## src/rtl/sonos_pkg.sv

```systemverilog
// Shared types and defaults for the I2S receive path.
// Imported by the sample receiver.
package sonos_pkg;

    typedef enum logic [1:0] {
        HUNT,
        RX_L,
        RX_R
    } i2s_state_e;

    localparam int SAMPLE_W_DEF = 16;
    localparam int SLOT_MAX_DEF = 32;

endpackage

```

## src/rtl/sync_2ff.sv

```systemverilog
// Two-flop synchroniser for asynchronous pin inputs.
// Width-parameterised, clears to zero on reset.
module sync_2ff #(
    parameter int W = 1
) (
    input  logic         clk,
    input  logic         rst_n,
    input  logic [W-1:0] d,
    output logic [W-1:0] q
);

    logic [W-1:0] meta;

    // two-stage metastability filter
    always_ff @(posedge clk or negedge rst_n) begin
        if (!rst_n) begin
            meta <= '0;
            q    <= '0;
        end else begin
            meta <= d;
            q    <= meta;
        end
    end

endmodule

```

## src/rtl/i2s_sample_rx.sv

```systemverilog
// Philips I2S stereo receiver with BCLK oversampled in the clk domain.
// Presents one left/right pair per frame on a valid/ready output.
module i2s_sample_rx
    import sonos_pkg::*;
#(
    parameter int SAMPLE_W = SAMPLE_W_DEF,
    parameter int SLOT_MAX = SLOT_MAX_DEF
) (
    input  logic                clk,
    input  logic                rst_n,
    input  logic                ena,
    input  logic                i2s_bclk,
    input  logic                i2s_lrck,
    input  logic                i2s_sd,
    output logic [SAMPLE_W-1:0] sample_l,
    output logic [SAMPLE_W-1:0] sample_r,
    output logic                sample_valid,
    input  logic                sample_ready,
    output logic                overrun,
    output logic                frame_err,
    input  logic                status_clr
);

    localparam int CNT_W = $clog2(SLOT_MAX + 1);
    localparam logic [CNT_W-1:0] W_C    = CNT_W'(SAMPLE_W);
    localparam logic [CNT_W-1:0] MAX_C  = CNT_W'(SLOT_MAX);
    localparam logic [CNT_W-1:0] MAXM1  = CNT_W'(SLOT_MAX - 1);

    logic [2:0]          pins_s;
    logic                bclk_s;
    logic                lrck_s;
    logic                sd_s;
    logic                bclk_prev;
    logic                lrck_last;
    logic                rise;
    logic                lrck_chg;

    i2s_state_e          state_q;
    i2s_state_e          state_d;
    logic                latch_left;
    logic                frame_done;
    logic                slot_ovf;

    logic [SAMPLE_W-1:0] shreg;
    logic [SAMPLE_W-1:0] shreg_app;
    logic [SAMPLE_W-1:0] word;
    logic [SAMPLE_W-1:0] left_hold;
    logic [CNT_W-1:0]    cnt;
    logic [CNT_W-1:0]    n_taken;
    logic [CNT_W-1:0]    shamt;
    logic                take;

    sync_2ff #(
        .W (3)
    ) u_sync (
        .clk   (clk),
        .rst_n (rst_n),
        .d     ({i2s_bclk, i2s_lrck, i2s_sd}),
        .q     (pins_s)
    );

    assign bclk_s   = pins_s[2];
    assign lrck_s   = pins_s[1];
    assign sd_s     = pins_s[0];
    assign rise     = bclk_s & ~bclk_prev;
    assign lrck_chg = lrck_s != lrck_last;

    // append the current bit and left-justify the taken bits
    always_comb begin
        take      = cnt < W_C;
        shreg_app = shreg;
        n_taken   = W_C;
        if (take) begin
            shreg_app = {shreg[SAMPLE_W-2:0], sd_s};
            n_taken   = cnt + 1'b1;
        end
        shamt = W_C - n_taken;
        word  = shreg_app << shamt;
    end

    // frame-tracking next state and slot events
    always_comb begin
        state_d    = state_q;
        latch_left = 1'b0;
        frame_done = 1'b0;
        slot_ovf   = 1'b0;
        if (!ena) begin
            state_d = HUNT;
        end else if (rise) begin
            unique case (state_q)
                HUNT: begin
                    if (lrck_chg && !lrck_s) begin
                        state_d = RX_L;
                    end
                end
                RX_L: begin
                    if (lrck_chg && lrck_s) begin
                        latch_left = 1'b1;
                        state_d    = RX_R;
                    end else if (!lrck_chg && cnt == MAXM1) begin
                        slot_ovf = 1'b1;
                        state_d  = HUNT;
                    end
                end
                RX_R: begin
                    if (lrck_chg && !lrck_s) begin
                        frame_done = 1'b1;
                        state_d    = RX_L;
                    end else if (!lrck_chg && cnt == MAXM1) begin
                        slot_ovf = 1'b1;
                        state_d  = HUNT;
                    end
                end
                default: state_d = HUNT;
            endcase
        end
    end

    // state register
    always_ff @(posedge clk or negedge rst_n) begin
        if (!rst_n) begin
            state_q <= HUNT;
        end else begin
            state_q <= state_d;
        end
    end

    // edge history, shift register and slot bit counter
    always_ff @(posedge clk or negedge rst_n) begin
        if (!rst_n) begin
            bclk_prev <= 1'b0;
            lrck_last <= 1'b0;
            shreg     <= '0;
            cnt       <= '0;
            left_hold <= '0;
        end else begin
            bclk_prev <= bclk_s;
            if (rise) begin
                lrck_last <= lrck_s;
                if (lrck_chg) begin
                    shreg <= '0;
                    cnt   <= '0;
                end else begin
                    shreg <= shreg_app;
                    if (cnt != MAX_C) begin
                        cnt <= cnt + 1'b1;
                    end
                end
            end
            if (latch_left) begin
                left_hold <= word;
            end
        end
    end

    // output pair register with valid/ready handshake
    always_ff @(posedge clk or negedge rst_n) begin
        if (!rst_n) begin
            sample_l     <= '0;
            sample_r     <= '0;
            sample_valid <= 1'b0;
        end else if (!ena) begin
            sample_valid <= 1'b0;
        end else if (frame_done && (!sample_valid || sample_ready)) begin
            sample_l     <= left_hold;
            sample_r     <= word;
            sample_valid <= 1'b1;
        end else if (sample_valid && sample_ready) begin
            sample_valid <= 1'b0;
        end
    end

    // sticky status flags; a new event beats a clear
    always_ff @(posedge clk or negedge rst_n) begin
        if (!rst_n) begin
            overrun   <= 1'b0;
            frame_err <= 1'b0;
        end else begin
            if (frame_done && sample_valid && !sample_ready) begin
                overrun <= 1'b1;
            end else if (status_clr) begin
                overrun <= 1'b0;
            end
            if (slot_ovf) begin
                frame_err <= 1'b1;
            end else if (status_clr) begin
                frame_err <= 1'b0;
            end
        end
    end

endmodule
```

## config.mk

```make
export PLATFORM = sky130hd
export DESIGN_NAME = i2s_sample_rx
export DESIGN_NICKNAME = d
export VERILOG_FILES = /design/src/rtl/sonos_pkg.sv /design/src/rtl/sync_2ff.sv /design/src/rtl/i2s_sample_rx.sv
export SDC_FILE = /design/constraint.sdc
export NUM_CORES = 1
export LEC_CHECK = 0
export ABC_AREA = 1
export CAP_MARGIN = 20
export CORE_MARGIN = 2
export CORE_UTILIZATION = 25
export CTS_CLUSTER_DIAMETER = 30
export DETAILED_ROUTE_END_ITERATION = 7
export MAX_ROUTING_LAYER = met4
export SETUP_SLACK_MARGIN = 0.02
export SLEW_MARGIN = 20
export SYNTH_ARGS = -nofsm -noshare
export SYNTH_HDL_FRONTEND = slang
export SYNTH_HIERARCHICAL = 1
export SYNTH_SLANG_ARGS = --single-unit
export TNS_END_PERCENT = 5
```

## constraint.sdc

```tcl
create_clock -name clk -period 5.6 [get_ports clk]
set_clock_uncertainty 0.15 [all_clocks]
set_input_delay 1.4 -clock clk [delete_from_list [all_inputs] [get_ports clk]]
set_output_delay 1.4 -clock clk [all_outputs]
set_load 0.005 [all_outputs]
```

==> impl_metrics.sql, run 1 <==
INSERT INTO impl_metrics (metric_group, metric, value, unit) VALUES
('synthesis', 'synth_flop_cell', 'sky130_fd_sc_hd__dfrtp_1', ''),
('drt', 'viasPerCell', '4.50', ''),
('drt', 'firstDrtPassIters', '5', ''),
('worst_setup_path', 'ff2ff_path_depth', '11', ''),
('layout', 'seqCellArea', '0.00208', 'mm^2'),
('placed_design', 'portBuffers', '42', ''),
('power_and_ir_drop', 'p_comb_frac', '0.293', ''),
('layout', 'final_core_util', '0.304', ''),
('layout', 'fin_area', '0.00524', 'mm^2'),
('worst_setup_path', 'worst_path_most_repeated_cell', 'sky130_fd_sc_hd__nor2_1', ''),
('power_and_ir_drop', 'power.share.switching', '0.360', ''),
('worst_hold_path', 'holdPathStages', '0', ''),
('worst_setup_path', 'worst_setup_startpoint', 'cnt[4]', ''),
('power_and_ir_drop', 'ir_worst_vdd', '138', 'uV'),
('floorplan', 'placeableCoreArea', '0.0172', 'mm^2'),
('timing', 'finalWorstSetupSlack', '2110', 'ps'),
('outcome', 'result_of_the_run', 'complete, no violations', ''),
('synthesis', 'synth_enable_flop_cells', '0', ''),
('grt', 'pin_count_of_the_biggest_net_entering_global_routing', '56', ''),
('placed_design', 'gp_congestion', '0.933', ''),
('synthesis', 'ys_ff_latch', '83', ''),
('worst_setup_path', 'worst_ep_required_time', '5740', 'ps'),
('clock_tree', 'clk_path_buf_depth', '2', ''),
('layout', 'flow.area_growth_from_synthesis', '19.3', '%'),
('grt', 'vias_in_the_first_global_route', '3619', ''),
('clock_tree', 'htree_num_levels', '3', ''),
('layout', 'layoutNonFillerInstCount', '834', ''),
('power_and_ir_drop', 'totalPowerFinal', '1.68', 'mW'),
('drt', 'total_wire_length_after_detailed_routing', '9.94', 'mm'),
('grt', 'grt_usage', '0.121', ''),
('timing', 'timing.slew.headroom', '0.414', ''),
('placed_design', 'dp.cells', '818', ''),
('layout', 'antennaDiodeCount', '0', ''),
('timing', 'finalHoldWorstSlack', '196', 'ps'),
('synthesis', 'combined_area_of_all_synthesized_cells', '0.00439', 'mm^2'),
('worst_setup_path', 'slowest_delay', '720', 'ps'),
('drt', 'detail_route.drc_violations', '0', ''),
('clock_tree', 'post_cts_resized', '0', ''),
('clock_tree', 'postCtsHoldBufs', '0', ''),
('worst_setup_path', 'timing.critical_path.to_type', 'flop', ''),
('timing', 'tightest_slew', '877', 'ps'),
('synthesis', 'synth_top_cell_area_share', '0.473', ''),
('power_and_ir_drop', 'power.leakage', '2.45', 'nW'),
('synthesis', 'synthArstFlopShare', '1.00', ''),
('layout', 'multi_input_area', '0.00195', 'mm^2'),
('timing', 'setup-violations-final', '0', ''),
('placed_design', 'dp_worst_setup_slack', '2130', 'ps'),
('grt', 'total_global_routing_overflow', '0', ''),
('grt', 'antenna_found_initial', '0', ''),
('worst_setup_path', 'launching_element_type_of_the_critical_path', 'flop', ''),
('timing', 'timing.fmax', '287', 'MHz'),
('placed_design', 'dpl.hpwl', '7.13', 'mm'),
('synthesis', 'postSynthAreaPerCell', '7.67', 'um^2'),
('worst_setup_path', 'reg2reg_slack', '2110', 'ps'),
('clock_tree', 'post-cts-setup-buffers', '0', ''),
('layout', 'post_layout_net_count', '621', ''),
('floorplan', 'fp.dieH', '136', 'um'),
('drt', 'avgRoutedWirePerCell', '11.9', 'um'),
('worst_setup_path', 'worst-endpoint-arrival', '3620', 'ps'),
('worst_setup_path', 'timing.critical_path.cells', 'nor2_4, nand2_4, ha_1, or2_1, nand2_1, inv_2, nor2_1, nor2_1, nor2_1, nand3_1, nand2_1', ''),
('timing', 'fin_crit', '3490', 'ps'),
('synthesis', 'yosysUniqueCellTypes', '37', ''),
('drt', 'drtIter0Drc', '229', ''),
('synthesis', 'ys_warn_count', '6', ''),
('power_and_ir_drop', 'power.sequential.fraction', '0.378', ''),
('power_and_ir_drop', 'power.density_cell_area', '322', 'mW/mm^2'),
('worst_setup_path', 'crit_path_end', 'sample_r[8]', ''),
('drt', 'postRouteAntennaNets', '0', ''),
('clock_tree', 'worst_setup_hold_path_clk_slew', '70', 'ps'),
('clock_tree', 'clock-root-buffer', 'sky130_fd_sc_hd__clkbuf_16', ''),
('timing', 'final-max-slew-violation-count', '0', '');
==> power by group through the flow <==
stage	clock network (mW)	registers (mW)	logic, mW
final	0.553	0.637	0.493
after global routing	0.599	0.640	0.566
after CTS	0.575	0.636	0.491
after detailed placement	0	0.647	0.488
after global placement	0	0.648	0.487
after floorplan	0	0.644	0.387
==> flip-flops by register name (all words and copies together) (netlist names) <==
signal        count
overrun           1
u_sync/q          3
cnt               6
sample_valid      1
sample_l         16
sample_r         16
u_sync/meta       3
bclk_prev         1
left_hold        16
lrck_last         1
state_q           2
frame_err         1
shreg            16
==> placed cells by master (no fill, tap or decap), types with 3 or more instances in the layout <==
cell type / count
sky130_fd_sc_hd__nand2_1: 207
sky130_fd_sc_hd__o21ai_2: 3
sky130_fd_sc_hd__inv_2: 6
sky130_fd_sc_hd__o22ai_1: 6
sky130_fd_sc_hd__buf_4: 5
sky130_fd_sc_hd__inv_1: 44
sky130_fd_sc_hd__dfrtp_1: 83
sky130_fd_sc_hd__ha_1: 9
sky130_fd_sc_hd__nand2_2: 6
sky130_fd_sc_hd__clkdlybuf4s50_1: 41
sky130_fd_sc_hd__clkinvlp_4: 3
sky130_fd_sc_hd__a21oi_1: 11
sky130_fd_sc_hd__o21ai_0: 33
sky130_fd_sc_hd__o21ai_1: 19
sky130_fd_sc_hd__nand3_1: 79
sky130_fd_sc_hd__nand3_2: 3
sky130_fd_sc_hd__nor2_2: 4
sky130_fd_sc_hd__clkbuf_16: 9
sky130_fd_sc_hd__nor2_1: 11
sky130_fd_sc_hd__nand4_1: 4
==> synthesized netlist by cell type, types with 2 or more instances <==
cell type and n:
sky130_fd_sc_hd__a21oi_1 11, sky130_fd_sc_hd__nor2_1 12, sky130_fd_sc_hd__nand4_1 4, sky130_fd_sc_hd__or2_1 2, sky130_fd_sc_hd__ha_1 9, sky130_fd_sc_hd__nand2_2 6
sky130_fd_sc_hd__or2_2 2, sky130_fd_sc_hd__o31ai_1 2, sky130_fd_sc_hd__buf_6 4, sky130_fd_sc_hd__inv_2 6, sky130_fd_sc_hd__nand2_1 207, sky130_fd_sc_hd__o21ai_1 19
sky130_fd_sc_hd__dfrtp_1 83, sky130_fd_sc_hd__nor2_2 3, sky130_fd_sc_hd__o21ai_2 3, sky130_fd_sc_hd__inv_1 44, sky130_fd_sc_hd__buf_4 3, sky130_fd_sc_hd__buf_2 8
sky130_fd_sc_hd__o21ai_0 33, sky130_fd_sc_hd__nand3_1 79, sky130_fd_sc_hd__clkbuf_1 9, sky130_fd_sc_hd__nand3_2 3, sky130_fd_sc_hd__o22ai_1 6
==> metal layers <==
layer	track usage	routed length [um]	share of wire
met1	0.161	4920	0.49
met2	0.180	4420	0.44
met3	0.0339	484	0.049
met4	0.0324	114	0.011
met5	-	0	0
==> critical path: cells and delay by family (launching register included) <==
| family | cells | cell delay, ps |
|---|---|---|
| and+or+nand+nor | 9 | 2270 |
| DFF | 1 | 450 |
| adders and majority gates | 1 | 320 |
| buffers and inverters | 1 | 240 |
==> kinds of logic (layout without fill, tap and decap cells) <==
logic type	after synthesis	in the layout	share of synthesized area
AOI/OAI and AO/OA	79	79	0.0990
and+or+nand+nor	323	323	0.318
DFF	83	83	0.473
buffers and inverters	77	114	0.0816
xor gates and xnor gates	1	1	0.00200
adders and majority gates	9	9	0.0257
==> cell type report <==
| class | instances | share of cell area |
|---|---|---|
| Tap cell | 225 | 0.0538 |
| Clock buffer | 10 | 0.0437 |
| Sequential cell | 83 | 0.397 |
| Timing Repair Buffer | 46 | 0.0856 |
| Clock inverter | 6 | 0.00932 |
| Inverter | 52 | 0.0375 |
| Multi-Input combinational cell | 412 | 0.373 |
==> how the worst min path moves through the flow <==
stage	slack (ps)	end
floorplan	180	u_sync/q[0]
global placement	180	u_sync/q[2]
detailed placement	180	u_sync/q[1]
CTS	200	u_sync/q[2]
global route	210	u_sync/q[1]
finish	200	u_sync/q[2]
No activity file was read; power rests on OpenSTA's default activity.
==> run 2, diff against run 1 <==
==> constraint.sdc (replaced) <==
create_clock -name clk -period 3 [get_ports clk]
set_clock_uncertainty 0.15 [all_clocks]
set_input_delay 0.75 -clock clk [delete_from_list [all_inputs] [get_ports clk]]
set_output_delay 0.75 -clock clk [all_outputs]
set_load 0.005 [all_outputs]
==> run 2 against run 1 <==
Net effect:
- setup slack lost 1700 ps
- die area stayed put
- power is 97% higher
- critical path type unchanged
- critical endpoint is now left_hold[1]
==> impl_metrics.sql, run 2 (same netlist as run 1, synthesis figures left out) <==
INSERT INTO impl_metrics (metric_group, metric, value, unit) VALUES
('power_and_ir_drop', 'power.share.switching', '0.344', ''),
('worst_setup_path', 'worstReg2RegEnd', 'left_hold[1]', ''),
('worst_setup_path', 'worst_path_most_repeated_cell', 'sky130_fd_sc_hd__nand2_2', ''),
('timing', 'grt_setup_unrepaired', 'false', ''),
('grt', 'grt_usage', '0.123', ''),
('power_and_ir_drop', 'ir_worst_vdd', '331', 'uV'),
('clock_tree', 'postCtsHoldBufs', '0', ''),
('worst_hold_path', 'type_of_the_tightest_min_delay_check', 'input port to asynchronous set/reset pin', ''),
('floorplan', 'io_pins', '43', ''),
('flow_run', 'max_cap_viol_count', '0', ''),
('layout', 'post_layout_net_count', '628', ''),
('clock_tree', 'clock-root-buffer', 'sky130_fd_sc_hd__clkbuf_16', ''),
('worst_setup_path', 'launching_element_type_of_the_critical_path', 'flop', ''),
('timing', 'finalHoldViolations', '0', ''),
('clock_tree', 'clkLatencyLatePin', '350', 'ps'),
('grt', 'grt_first_pass_wirelength', '17.4', 'mm'),
('floorplan', 'floorplan.initialDensity', '0.255', ''),
('clock_tree', 'post-cts-setup-buffers', '0', ''),
('drt', 'avgRoutedWirePerCell', '12.2', 'um'),
('clock_tree', 'number_of_buffers_created_by_cts', '9', ''),
('grt', 'antenna_found_initial', '0', ''),
('timing', 'timing.fmax', '389', 'MHz'),
('drt', 'detail_route.drc_violations', '0', ''),
('power_and_ir_drop', 'pwr-share-clk', '0.348', ''),
('timing', 'timing.setup.tns', '0', 'ps'),
('drt', 'total_wire_length_after_detailed_routing', '10.3', 'mm'),
('floorplan', 'fp.dieH', '136', 'um'),
('power_and_ir_drop', 'power.leakage', '2.52', 'nW'),
('floorplan', 'placeableCoreArea', '0.0172', 'mm^2'),
('worst_setup_path', 'timing.critical_path.to_type', 'flop', ''),
('power_and_ir_drop', 'p_comb_frac', '0.293', ''),
('drt', 'num_vias', '3793', ''),
('floorplan', 'die_width', '136', 'um'),
('worst_setup_path', 'cell_with_the_largest_stage_delay_on_the_worst_path', 'sky130_fd_sc_hd__dfrtp_1', ''),
('clock_tree', 'cts_sinks', '83', ''),
('clock_tree', 'clk_path_buf_depth', '2', ''),
('layout', 'fill_cells', '1842', ''),
('timing', 'final-max-slew-violation-count', '0', ''),
('layout', 'final_core_util', '0.309', ''),
('floorplan', 'die_area', '0.0186', 'mm^2'),
('timing', 'setup-violations-final', '0', ''),
('floorplan', 'num_rows', '48', ''),
('worst_setup_path', 'reg2reg_slack', '430', 'ps'),
('power_and_ir_drop', 'cell_internal_pwr', '2.17', 'mW'),
('worst_setup_path', 'slowest_delay', '440', 'ps'),
('timing', 'finalHoldWorstSlack', '176', 'ps'),
('placed_design', 'gp_congestion', '0.901', ''),
('layout', 'flow.area_growth_from_synthesis', '21.6', '%'),
('grt', 'pin_count_of_the_biggest_net_entering_global_routing', '55', ''),
('clock_tree', 'worst_setup_hold_path_clk_slew', '60', 'ps'),
('timing', 'final_min_period_over_clock_period', '0.857', ''),
('clock_tree', 'post_cts_resized', '0', ''),
('clock_tree', 'tritoncts', 'yes', ''),
('worst_setup_path', 'worst-endpoint-arrival', '2700', 'ps'),
('timing', 'timing.slew.headroom', '0.710', ''),
('layout', 'final_layout_size_suffix_gt1_frac', '0.0877', ''),
('worst_setup_path', 'worst-setup-path-type', 'flop to flop', ''),
('layout', 'antennaDiodeCount', '0', ''),
('worst_setup_path', 'timing.critical_path.cells', 'inv_2, ha_1, o21ai_2, nand2_2, inv_2, nand2_2, nand2_2, nand3_1, nand2_1, nand3_1, or2_1, o21ai_1', ''),
('grt', 'vias_in_the_first_global_route', '3634', ''),
('worst_setup_path', 'worst_ep_required_time', '3120', 'ps'),
('grt', 'total_global_routing_overflow', '0', ''),
('timing', 'fin_crit', '2570', 'ps'),
('outcome', 'result_of_the_run', 'complete, no violations', ''),
('worst_setup_path', 'regToRegStartpoint', 'cnt[0]', ''),
('power_and_ir_drop', 'power_switching', '1.14', 'mW'),
('drt', 'drtIter0Drc', '270', ''),
('drt', 'viasPerCell', '4.51', ''),
('power_and_ir_drop', 'power.density_cell_area', '621', 'mW/mm^2'),
('drt', 'postRouteAntennaNets', '0', ''),
('power_and_ir_drop', 'power.sequential.fraction', '0.359', ''),
('timing', 'tightest_slew', '434', 'ps'),
('clock_tree', 'htree_num_levels', '3', ''),
('layout', 'final_common_cell', 'sky130_fd_sc_hd__nand2_1', ''),
('worst_setup_path', 'timing.critical_path.fanout_max', '26', ''),
('drt', 'firstDrtPassIters', '5', ''),
('layout', 'final_cell_mix', 'sky130_fd_sc_hd__nand2_1 (207), sky130_fd_sc_hd__dfrtp_1 (83), sky130_fd_sc_hd__nand3_1 (79)', ''),
('placed_design', 'portBuffers', '42', ''),
('placed_design', 'dpl.hpwl', '7.34', 'mm'),
('layout', 'layoutNonFillerInstCount', '841', ''),
('placed_design', 'dp.cells', '825', ''),
('worst_setup_path', 'ff2ff_path_depth', '12', '');
## run 2: area by class of cell
| cell class | count | area (um^2) | area share |
|---|---|---|---|
| Tap cell | 225 | 282 | 0.0528 |
| Sequential cell | 83 | 2080 | 0.389 |
| Multi-Input combinational cell | 412 | 1950 | 0.366 |
| Clock buffer | 12 | 256 | 0.0481 |
| Clock inverter | 4 | 56.3 | 0.0106 |
| Inverter | 52 | 196 | 0.0368 |
| Timing Repair Buffer | 53 | 513 | 0.0962 |
## run 2: critical path, delay by kind of cell, from the launching register on
family / cells / cell delay, ps
AOI/OAI and AO/OA: 2 / 290
buffers and inverters: 2 / 150
DFF: 1 / 440
adders and majority gates: 1 / 340
and+or+nand+nor: 7 / 1100
## run 2: routing by layer
| metal | global-route usage | up-vias | part of all wire |
|---|---|---|---|
| met5 | - | - | 0 |
| met4 | 0.0538 | 0 | 0.022 |
| met3 | 0.0298 | 17 | 0.045 |
| met2 | 0.184 | 75 | 0.45 |
| met1 | 0.156 | 1767 | 0.48 |
| li1 | - | 1934 | - |
## run 2: worst max path at each step
stage | start | to | slack [ps] | cells after the start
after global placement | ena | sample_r[6] | 400 | 9
after CTS | cnt[0] | sample_r[13] | 440 | 16
final | cnt[0] | left_hold[1] | 430 | 12
after floorplan | cnt[4] | sample_r[13] | 550 | 15
after detailed placement | ena | sample_r[7] | 440 | 9
after global routing | cnt[0] | left_hold[2] | 170 | 15
## run 2: power by group through the flow
stage / sequential (mW) / combinational, mW / clock, mW
finish: 1.19 / 0.972 / 1.15
global route: 1.19 / 1.09 / 1.23
CTS: 1.19 / 0.970 / 1.19
detailed placement: 1.21 / 0.964 / 0
global placement: 1.21 / 0.970 / 0
floorplan: 1.20 / 0.723 / 0
## run 2: stage by stage
step                setup WS [ps]  total power, mW  area (um^2)
floorplan                     546             1.92         4390
CTS                           437             3.35         5330
global placement              404             2.18         5020
finish                        428             3.31         5330
detailed placement            440             2.17         5020
global route                  171             3.52         5330
==> run 3, diff against run 2 <==
--- a/config.mk
+++ b/config.mk
@@ -18,4 +18,3 @@
 export SYNTH_HDL_FRONTEND = slang
 export SYNTH_HIERARCHICAL = 1
 export SYNTH_SLANG_ARGS = --single-unit
-export TNS_END_PERCENT = 5
==> results of run 3 <==
No change in the layout: final DEF, timing and power equal those of run 2.
